[src/rtl/cpu_types_pkg.sv]
// Shared control-unit types and PC constants for the RV32I single-cycle core.
package cpu_types_pkg;

  typedef enum logic [4:0] {
    CU_LUI   = 5'd0,
    CU_AUIPC = 5'd1,
    CU_JAL   = 5'd2,
    CU_JALR  = 5'd3,
    CU_BEQ   = 5'd4,
    CU_BNE   = 5'd5,
    CU_BLT   = 5'd6,
    CU_BGE   = 5'd7,
    CU_BLTU  = 5'd8,
    CU_BGEU  = 5'd9,
    CU_LB    = 5'd10,
    CU_LH    = 5'd11,
    CU_LW    = 5'd12,
    CU_LBU   = 5'd13,
    CU_LHU   = 5'd14,
    CU_SB    = 5'd15,
    CU_SH    = 5'd16,
    CU_SW    = 5'd17,
    CU_ALUI  = 5'd18,
    CU_ALU   = 5'd19
  } cuOPType;

  localparam logic [31:0] PC_INC = 32'd4;

  function automatic logic word_misaligned(input logic [31:0] addr);
    return addr[1:0] != 2'b00;
  endfunction

endpackage

[src/rtl/program_counter_branch_resolve.sv]
// Decodes cuOP and the ALU flags into jump/branch-taken indications.
module branch_resolve
  import cpu_types_pkg::*;
(
  input  cuOPType cuOP,
  input  logic    ALUneg,
  input  logic    Zero,
  output logic    take_branch,
  output logic    is_jal,
  output logic    is_jalr
);

  // Unknown or non-control opcodes fall to the default: sequential flow.
  always_comb begin
    take_branch = 1'b0;
    is_jal      = 1'b0;
    is_jalr     = 1'b0;
    case (cuOP)
      CU_JAL:           is_jal      = 1'b1;
      CU_JALR:          is_jalr     = 1'b1;
      CU_BEQ:           take_branch = Zero;
      CU_BNE:           take_branch = ~Zero;
      CU_BLT, CU_BLTU:  take_branch = ALUneg;
      CU_BGE, CU_BGEU:  take_branch = ~ALUneg | Zero;
      default:          take_branch = 1'b0;
    endcase
  end

endmodule

[src/rtl/program_counter.sv]
// RV32I program counter with sequential, PC-relative and register-indirect next-PC.
// Optional macro PC_MISALIGN_CHECK_EN adds a misaligned-target output and holds the PC on it.
module program_counter
  import cpu_types_pkg::*;
#(
  parameter logic [31:0] RESET_ADDR = 32'h0000_0000
) (
  input  logic        clk,
  input  logic        nRST,
  input  cuOPType     cuOP,
  input  logic [31:0] rs1Read,
  input  logic [31:0] signExtend,
  input  logic        ALUneg,
  input  logic        Zero,
  input  logic        iready,
`ifdef PC_MISALIGN_CHECK_EN
  output logic        misaligned,
`endif
  output logic [31:0] PCaddr
);

  logic [31:0] r_pc;
  logic [31:0] w_seq_pc;
  logic [31:0] w_rel_pc;
  logic [31:0] w_ind_pc;
  logic [31:0] w_next_pc;
  logic        w_take_branch;
  logic        w_is_jal;
  logic        w_is_jalr;
  logic        w_redirect;
  logic        w_load_en;

  branch_resolve u_branch_resolve (
    .cuOP        (cuOP),
    .ALUneg      (ALUneg),
    .Zero        (Zero),
    .take_branch (w_take_branch),
    .is_jal      (w_is_jal),
    .is_jalr     (w_is_jalr)
  );

  assign w_seq_pc   = r_pc + PC_INC;
  assign w_rel_pc   = r_pc + signExtend;
  assign w_ind_pc   = (rs1Read + signExtend) & 32'hFFFF_FFFE;
  assign w_redirect = w_is_jal | w_is_jalr | w_take_branch;

  always_comb begin
    w_next_pc = w_seq_pc;
    if (w_is_jalr) begin
      w_next_pc = w_ind_pc;
    end else if (w_is_jal || w_take_branch) begin
      w_next_pc = w_rel_pc;
    end else begin
      w_next_pc = w_seq_pc;
    end
  end

`ifdef PC_MISALIGN_CHECK_EN
  // A misaligned redirect freezes the PC so the trap unit can take over.
  assign misaligned = iready & ~nRST & w_redirect & word_misaligned(w_next_pc);
  assign w_load_en  = iready & ~misaligned;
`else
  assign w_load_en  = iready;
`endif

  always_ff @(posedge clk) begin
    if (nRST) begin
      r_pc <= RESET_ADDR;
    end else if (w_load_en) begin
      r_pc <= w_next_pc;
    end else begin
      r_pc <= r_pc;
    end
  end

  assign PCaddr = r_pc;

endmodule

[config.mk]
export PLATFORM = sky130hd
export DESIGN_NAME = program_counter
export DESIGN_NICKNAME = d
export VERILOG_FILES = /design/src/rtl/cpu_types_pkg.sv /design/src/rtl/program_counter_branch_resolve.sv /design/src/rtl/program_counter.sv
export SDC_FILE = /design/constraint.sdc
export NUM_CORES = 1
export LEC_CHECK = 0
export CAP_MARGIN = 20
export CORE_MARGIN = 2
export CORE_UTILIZATION = 45
export CTS_CLUSTER_SIZE = 16
export DETAILED_ROUTE_END_ITERATION = 16
export PLACE_DENSITY = 0.71
export SLEW_MARGIN = 20
export SYNTH_ARGS = -nofsm -noshare
export SYNTH_HDL_FRONTEND = slang
export SYNTH_SLANG_ARGS = --single-unit
[constraint.sdc]
create_clock -name clk -period 6.4 [get_ports clk]
set_clock_uncertainty 0.05 [all_clocks]
set_input_delay 1.6 -clock clk [delete_from_list [all_inputs] [get_ports clk]]
set_output_delay 1.6 -clock clk [all_outputs]
set_load 0.01 [all_outputs]
==> results_dict.tcl, run 1 <==
set metrics [dict create \
    portBuffers 105 \
    viasPerCell 6.25 \
    grt_max_degree 62 \
    powerDensity_mw_per_mm2 157 \
    synthCells 767 \
    synth_compound_area_share_pct 34.3 \
    worstSetupStartpointType "primary input" \
    dpl.hpwl_um 13700 \
    yosys.area.top_type "ha_1" \
    grt_pass1_wl_um 28700 \
    peakVddDrop_mv 0.104 \
    finalWirelength_um 17900 \
    drt_iter0_markers 526 \
    synth-adder-area-share_pct 14.8 \
    antenna_found_initial 0 \
    slew_viol_final 0 \
    synth.avg_cell_area_um2 7.18 \
    synth_top_area_share_pct 14.1 \
    die_w_um 115 \
    die_y_um 115 \
    cts_tree "yes" \
    synth_common_cells "a21oi_1, nor2_1, nand2_1" \
    start_util_pct 46.0 \
    pin_count 106 \
    path_clk_slew_ns 0.05 \
    dpl-instance-area_mm2 0.00664 \
    slew_headroom_pct 43.3 \
    hold_start "PCaddr[11]$_SDFFE_PP0P_" \
    postRouteAntennaNets 0 \
    min_to "PCaddr[11]$_SDFFE_PP0P_" \
    dp_slack_ns 1.16 \
    numCtsBuffers 5 \
    rr_endpoint "PCaddr[24]$_SDFFE_PP0P_" \
    ys_seq_area_share_pct 11.6 \
    reg2reg_slack_ns 3.17 \
    largest_reg_flops 32 \
    cp_max_fo 4 \
    wl_per_cell_um 17.9 \
    setup_ws_ns 1.39 \
    power_leakage_nw 2.65 \
    ys.flop_type "dfxtp_1" \
    grt_pass1_vias 5929 \
    drcViolationCount 0 \
    worst-path-stages 13 \
    async_reset_ff_share_pct 0 \
    period_minus_slack_ns 5.01 \
    hold_depth 2 \
    seq_area_um2 641 \
    finalInstanceArea_mm2 0.00679 \
    grtUsageTotal_pct 26.6 \
    synth_top_family_by_area "compound AO/OA/AOI/OAI gates" \
    cpMostUsedCell "a21o_1" \
    drt_first_pass_iters 8 \
    cts_hold_buf 0 \
    endpoint_kind "flop" \
    rsz0062_at_grt "no" \
    fmax_ghz 0.199 \
    crit_arrival_ns 5.14 \
    cp.buffers_inverters 1 \
    clock-sinks 32 \
    rr_startpoint "PCaddr[0]$_SDFFE_PP0P_" \
    critPathSlowestCell "o31ai_1" \
    slowest_delay_ns 0.52 \
    netlist_top_cells_area "ha_1, dfxtp_1, a21oi_1" \
    critPathTopFamily "compound AO/OA/AOI/OAI gates" \
    coreArea_mm2 0.0120 \
    min-delay-path-class "reg -> reg" \
    crit_required_ns 6.52 \
    reg2reg_depth 13 \
    synth_fp_nets 905 \
    worstPathCellList "clkdlybuf4s50_1 > and2_1 > fa_1 > a21o_1 > a31o_2 > a21oi_2 > a21o_1 > a31oi_1 > o31ai_1 > o21bai_1 > xor2_1 > o22ai_1 > a2111oi_2" \
    diodes 0 \
    syn_area_mm2 0.00551 \
    period_share_pct 78.3 \
    dieArea_mm2 0.0131 \
    fin_nets 987 \
    ys_seq_elements 32 \
    tns_ns 0 \
    cts-resized-gates 0 \
    status "complete, no violations" \
    drive_above_1_share_pct 4.47 \
    insertion_delay_ns 0.28 \
    path_class "in -> reg" \
    yosys_warnings 0 \
    fp-row-count 40 \
    synth_edf_count 0 \
    vias 6235 \
    postCtsSetupBuffers 0 \
    maxCapViolations 0 \
    synth_xor_area_share_pct 12.4 \
    areaGrowthSynthToFinish_pct 23.2 \
    clk_path_buf_depth 2 \
    gp_congestion 0.974 \
    grt-ovfl-total 0 \
    nFillCells 1130 \
    cts-htree-levels 2 \
    tightest_slew_ns 0.850 \
    synth.most_common_cell "a21oi_1" \
    synth_simple_gate_area_share_pct 22.3 \
    yosys.cell_types.count 75 \
    finalHoldViolations 0 \
    muxShareOfSynthArea_pct 0.909 \
    clockRootBuffer "clkbuf_16" \
    multi_input_area_mm2 0.00468 \
    setup-violations-final 0 \
]
cells by family (layout without fill, tap and decap cells):
logic type	after synthesis	after routing
AOI/OAI and AO/OA	284	284
xor gates and xnor gates	78	78
adders and majority gates	64	64
buffers and inverters	49	132
DFF	32	32
muxes	5	5
and+or+nand+nor	255	255
worst max path at each step:
stage                   from                       to  slack [ns]
6_report       signExtend[0]  PCaddr[28]$_SDFFE_PP0P_        1.39
5_1_grt        signExtend[0]  PCaddr[28]$_SDFFE_PP0P_        1.16
4_1_cts        signExtend[0]  PCaddr[28]$_SDFFE_PP0P_        1.42
3_5_place_dp   signExtend[0]  PCaddr[28]$_SDFFE_PP0P_        1.16
3_3_place_gp   signExtend[0]  PCaddr[28]$_SDFFE_PP0P_        1.27
2_1_floorplan  signExtend[0]  PCaddr[28]$_SDFFE_PP0P_        2.25
power breakdown:
| part | switching (mW) | internal, mW | leakage, nW |
|---|---|---|---|
| registers | 0.0301 | 0.216 | 0.264 |
| clock network | 0.0940 | 0.155 | 0.0712 |
| logic | 0.310 | 0.260 | 2.32 |
| total | 0.434 | 0.631 | 2.65 |
cell type report:
type	instances	area share, %
clock buffers	8	2.16
inverters	15	0.830
multi-input cells	686	69.0
flip-flops and latches	32	9.44
well taps	147	2.71
repair buffers	109	15.9
tightest hold or removal path: cells and delay by family, from the launching register on:
| family | cells | cell delay [ns] |
|---|---|---|
| DFF | 1 | 0.34 |
| and+or+nand+nor | 1 | 0.10 |
| AOI/OAI and AO/OA | 1 | 0.05 |
layout by cell type (no fill, tap or decap), types with 7 or more instances in the layout:
master	count
o21bai_1	9
clkdlybuf4s50_1	104
a21o_1	25
xnor2_1	48
nand2_1	65
nor2_1	80
a21oi_1	89
ha_1	62
nand3_1	23
o211ai_1	7
inv_1	15
nor3_1	16
and3_1	13
o21a_1	10
nand4_1	15
o22ai_1	8
o21ai_0	46
a211oi_1	26
nand2b_1	8
xor2_1	30
dfxtp_1	32
per-layer routing:
layer,global-route usage [%],up-vias,part of all wire [%]
met2,45.7,254,46
met3,2.81,37,6.1
li1,-,3041,-
met1,34.7,2903,45
met5,0,-,0
met4,8.86,0,2.8
per-stage QoR:
step / cells / util [%] / power (mW) / hold slack, ns
floorplan: 767 / - / 0.627 / 0.481
global placement: 989 / 55.5 / 0.799 / 0.460
detailed placement: 989 / 55.5 / 0.807 / 0.485
CTS: 997 / 56.7 / 1.06 / 0.494
global route: 997 / 56.7 / 1.13 / 0.516
finish: 997 / 56.7 / 1.07 / 0.488
Note: power is estimated with default switching activity, not from simulation.
==> run 2: changes to the inputs <==
==> constraint.sdc (replaced) <==
create_clock -name clk -period 4.85 [get_ports clk]
set_clock_uncertainty 0.05 [all_clocks]
set_input_delay 1.2125 -clock clk [delete_from_list [all_inputs] [get_ports clk]]
set_output_delay 1.2125 -clock clk [all_outputs]
set_load 0.01 [all_outputs]
==> run 2 against run 1 <==
Register-to-register slack worse by 1.5 ns. Critical endpoint unchanged. Critical path depth is the same. Global-route usage increased by 1.1 points. Die area did not move. Clock power increased by 54%. Sequential share of layout area is 0.096 points lower.
==> results_dict.tcl, run 2 (synthesis gave the netlist of run 1 again) <==
set metrics [dict create \
    finalInstanceArea_mm2 0.00686 \
    p_total_mw 1.48 \
    coreArea_mm2 0.0120 \
    min-delay-path-class "reg -> reg" \
    peakVddDrop_mv 0.146 \
    viasPerCell 6.32 \
    cts_tree "yes" \
    drcViolationCount 0 \
    vias 6347 \
    clock-sinks 32 \
    rr_startpoint "PCaddr[9]$_SDFFE_PP0P_" \
    maxCapViolations 0 \
    endpoint_kind "flop" \
    power_frac_clock_pct 26.0 \
    cp_max_fo 3 \
    diodes 0 \
    rr_endpoint "PCaddr[28]$_SDFFE_PP0P_" \
    cts_hold_buf 0 \
    grtUsageTotal_pct 27.7 \
    drt_first_pass_iters 5 \
    antenna_found_initial 0 \
    path_clk_slew_ns 0.06 \
    pwr-share-seq_pct 22.0 \
    slew_viol_final 0 \
    numCtsBuffers 5 \
    cts-resized-gates 0 \
    power_leakage_nw 2.70 \
    p_sw_share_pct 40.6 \
    portBuffers 105 \
    min_to "PCaddr[0]$_SDFFE_PP0P_" \
    cpMostUsedCell "a21o_1" \
    hold_depth 2 \
    dpl-instance-area_mm2 0.00669 \
    status "complete, no violations" \
    fin_nets 994 \
    dp_slack_ns 0.169 \
    dieArea_mm2 0.0131 \
    crit_arrival_ns 4.59 \
    period_minus_slack_ns 4.47 \
    postRouteAntennaNets 0 \
    cts-htree-levels 2 \
    period_share_pct 92.1 \
    final_common_cell "clkdlybuf4s50_1" \
    p_int_uw 877 \
    reg2reg_depth 10 \
    setup_ws_ns 0.381 \
    grt_pass1_wl_um 29600 \
    powerDensity_mw_per_mm2 215 \
    finalHoldViolations 0 \
    final_cells 1004 \
    areaGrowthSynthToFinish_pct 24.5 \
    gp_congestion 0.971 \
    final_cell_mix "clkdlybuf4s50_1, a21oi_1, nor2_1, nand2_1, ha_1" \
    critPathTopFamily "compound AO/OA/AOI/OAI gates" \
    slew_headroom_pct 32.0 \
    reg2reg_slack_ns 1.68 \
    grt_pass1_vias 6086 \
    drt_iter0_markers 467 \
    whs_ns 0.476 \
    path_class "in -> reg" \
    insertion_delay_ns 0.29 \
    clk_path_buf_depth 2 \
    die_w_um 115 \
    cp.buffers_inverters 1 \
    fp-row-count 40 \
    setup-violations-final 0 \
    combinationalPowerShare_pct 52.0 \
    critPathSlowestCell "o31ai_1" \
    worstPathCellList "clkdlybuf4s50_1 > and2_1 > fa_1 > a21o_1 > a31o_2 > a21oi_2 > a21o_1 > a31oi_1 > o31ai_1 > o21bai_1 > xor2_1 > o22ai_1 > a2111oi_2" \
    die_y_um 115 \
    drive_above_1_share_pct 5.37 \
    tightest_slew_ns 1.02 \
    dpl.hpwl_um 14300 \
    fmax_ghz 0.224 \
    switchingPower_uw 599 \
    wl_per_cell_um 18.3 \
    dp.cells 996 \
    hold_start "PCaddr[0]$_SDFFE_PP0P_" \
    grt_max_degree 40 \
    tns_ns 0 \
    rsz0062_at_grt "no" \
    slowest_delay_ns 0.51 \
    worstSetupStartpointType "primary input" \
    pin_count 106 \
    clockRootBuffer "clkbuf_16" \
    grt-ovfl-total 0 \
    postCtsSetupBuffers 0 \
    start_util_pct 46.0 \
    finalWirelength_um 18400 \
    crit_required_ns 4.98 \
    largest_reg_flops 32 \
    fin_util_pct 57.3 \
]
## run 2: power groups by stage
stage               clock (mW)  combinational [mW]  sequential, mW
floorplan                    0               0.500           0.328
detailed placement           0               0.749           0.329
finish                   0.384               0.767           0.324
global route             0.392               0.838           0.328
global placement             0               0.739           0.329
CTS                      0.383               0.756           0.323
## run 2: layer usage
metal	wire length, um	vias up	track usage, %
met5	0	-	0
met4	569	0	10.5
met3	1240	43	3.02
met2	8610	274	47.3
met1	7970	2961	35.8
li1	-	3069	-
## run 2: final cells by class
class	count	area [um2]
repair buffers	116	1130
well taps	147	184
multi-input cells	686	4680
clock buffers	6	129
clock inverters	2	35.0
fillers	1145	5110
inverters	15	56.3
flip-flops and latches	32	641
## run 2: worst min-delay path, delay by kind of cell (launching register included)
kind / cells / cell delay, ns
flops: 1 / 0.35
simple gates: 1 / 0.07
compound gates: 1 / 0.06
## run 2: how the worst max path moves through the flow
| stage | start | to | slack [ns] | cells past startpoint |
|---|---|---|---|---|
| after floorplan | signExtend[0] | PCaddr[28]$_SDFFE_PP0P_ | 1.09 | 12 |
| final | signExtend[0] | PCaddr[28]$_SDFFE_PP0P_ | 0.38 | 13 |
| after CTS | signExtend[0] | PCaddr[28]$_SDFFE_PP0P_ | 0.44 | 13 |
| after detailed placement | signExtend[0] | PCaddr[28]$_SDFFE_PP0P_ | 0.17 | 13 |
| after global placement | signExtend[0] | PCaddr[28]$_SDFFE_PP0P_ | 0.24 | 13 |
| after global routing | signExtend[0] | PCaddr[28]$_SDFFE_PP0P_ | 0.24 | 13 |
==> run 3: changes to the inputs <==
--- a/config.mk
+++ b/config.mk
@@ -6,11 +6,14 @@
 export NUM_CORES = 1
 export LEC_CHECK = 0
 export CAP_MARGIN = 20
+export CELL_PAD_IN_SITES_DETAIL_PLACEMENT = 0
+export CELL_PAD_IN_SITES_GLOBAL_PLACEMENT = 2
 export CORE_MARGIN = 2
-export CORE_UTILIZATION = 45
+export CORE_UTILIZATION = 30
 export CTS_CLUSTER_SIZE = 16
 export DETAILED_ROUTE_END_ITERATION = 16
-export PLACE_DENSITY = 0.71
+export PLACE_DENSITY_LB_ADDON = 0.1
+export REMOVE_ABC_BUFFERS = 1
 export SLEW_MARGIN = 20
 export SYNTH_ARGS = -nofsm -noshare
 export SYNTH_HDL_FRONTEND = slang
==> run 3 against run 2 <==
Die area increased by 48%. Combinational power increased by 0.5%. Critical path type unchanged. Highest routed layer unchanged. Cell count increased by 8.3%. Count of clock-buffer cells in the layout unchanged. Final area increased by 1.5%. Utilization decreased by 19 points. Fmax increased by 0.95%.
==> results_dict.tcl, run 3 (synthesis gave the netlist of run 1 again) <==
set metrics [dict create \
    status "complete, no violations" \
    cts-resized-gates 0 \
    slew_headroom_pct 43.1 \
    finalHoldViolations 0 \
    dpl.hpwl_um 16600 \
    maxCapViolations 0 \
    grtUsageTotal_pct 21.0 \
    gp_congestion 0.825 \
    coreArea_mm2 0.0180 \
    whs_ns 0.486 \
    crit_arrival_ns 4.56 \
    crit_required_ns 4.98 \
    portBuffers 105 \
    fin_nets 996 \
    final_common_cell "clkdlybuf4s50_1" \
    finalInstanceArea_mm2 0.00696 \
    diodes 0 \
    path_clk_slew_ns 0.06 \
    drt_iter0_markers 375 \
    p_total_mw 1.43 \
    endpoint_kind "flop" \
    cts_tree "yes" \
    die_y_um 139 \
    final_cells 1087 \
    numCtsBuffers 5 \
    vias 6156 \
    dp.cells 1080 \
    tns_ns 0 \
    cts_hold_buf 0 \
    antenna_found_initial 0 \
    nFillCells 1950 \
    fmax_ghz 0.226 \
    drt_first_pass_iters 5 \
    path_class "in -> reg" \
    rsz0062_at_grt "no" \
    period_minus_slack_ns 4.43 \
    postCtsSetupBuffers 0 \
    clock-sinks 32 \
    powerDensity_mw_per_mm2 205 \
    clk_path_buf_depth 2 \
    dieArea_mm2 0.0195 \
    power_leakage_nw 2.70 \
    grt-ovfl-total 0 \
    finalWirelength_um 20400 \
    period_share_pct 91.3 \
    pin_count 106 \
    clockRootBuffer "clkbuf_16" \
    drcViolationCount 0 \
    grt_pass1_wl_um 33000 \
    fp-row-count 49 \
    dpl-instance-area_mm2 0.00682 \
    wl_per_cell_um 18.8 \
    final_cell_mix "clkdlybuf4s50_1, a21oi_1, nor2_1, nand2_1, ha_1" \
    cts-htree-levels 2 \
    drive_above_1_share_pct 5.48 \
    worstSetupStartpointType "primary input" \
    tightest_slew_ns 0.852 \
    insertion_delay_ns 0.30 \
    grt_max_degree 40 \
    slew_viol_final 0 \
    grt_pass1_vias 6079 \
    min-delay-path-class "reg -> reg" \
    viasPerCell 5.66 \
    start_util_pct 30.7 \
    postRouteAntennaNets 0 \
    areaGrowthSynthToFinish_pct 26.3 \
    cp_max_fo 4 \
    peakVddDrop_mv 0.121 \
    setup-violations-final 0 \
    die_w_um 139 \
    largest_reg_flops 32 \
]
## run 3: metrics by stage
stage | setup WS (ns) | utilization (%)
2_1_floorplan | -0.568 | -
3_3_place_gp | 0.205 | 38.0
3_5_place_dp | 0.147 | 38.0
4_1_cts | 0.425 | 38.7
5_1_grt | 0.211 | 38.7
6_report | 0.423 | 38.7
## run 3: area by class of cell
cell class / count / area [um2] / area share, %
Clock inverter: 1 / 5.00 / 0.0720
Clock buffer: 6 / 129 / 1.85
Inverter: 15 / 56.3 / 0.809
Tap cell: 229 / 287 / 4.12
Sequential cell: 32 / 641 / 9.21
Multi-Input combinational cell: 686 / 4680 / 67.3
Timing Repair Buffer: 118 / 1160 / 16.6
## run 3: final timing paths
path / from / to / slack, ns / depth (start not counted)
worst max-delay path: signExtend[0] / PCaddr[28]$_SDFFE_PP0P_ / 0.42 / 13
worst min-delay path: PCaddr[11]$_SDFFE_PP0P_ / PCaddr[11]$_SDFFE_PP0P_ / 0.49 / 2
worst max register to register: PCaddr[2]$_SDFFE_PP0P_ / PCaddr[28]$_SDFFE_PP0P_ / 1.58 / 11
worst min register to register: PCaddr[11]$_SDFFE_PP0P_ / PCaddr[11]$_SDFFE_PP0P_ / 0.49 / 2
## run 3: report_power, final
part           internal, mW  switching, mW
combinational         0.351          0.420
sequential            0.284         0.0410
clock                 0.187          0.142
total                 0.823          0.603
## run 3: worst max-delay path, stage by stage
cell             delay [ns]
clkdlybuf4s50_1        0.45
and2_1                 0.20
fa_1                   0.41
a21o_1                 0.22
a31o_2                 0.25
a21oi_2                0.19
a21o_1                 0.26
a31oi_1                0.23
o31ai_1                0.40
o21bai_1               0.12
xor2_1                 0.15
o22ai_1                0.11
a2111oi_2              0.36
## run 3: per-layer routing
layer | share of wire [%] | up-vias | track usage, %
li1 | - | 3063 | -
met1 | 47 | 2916 | 29.0
met2 | 47 | 157 | 34.9
met3 | 4.1 | 20 | 2.82
met4 | 1.6 | 0 | 4.52
met5 | 0 | - | 0
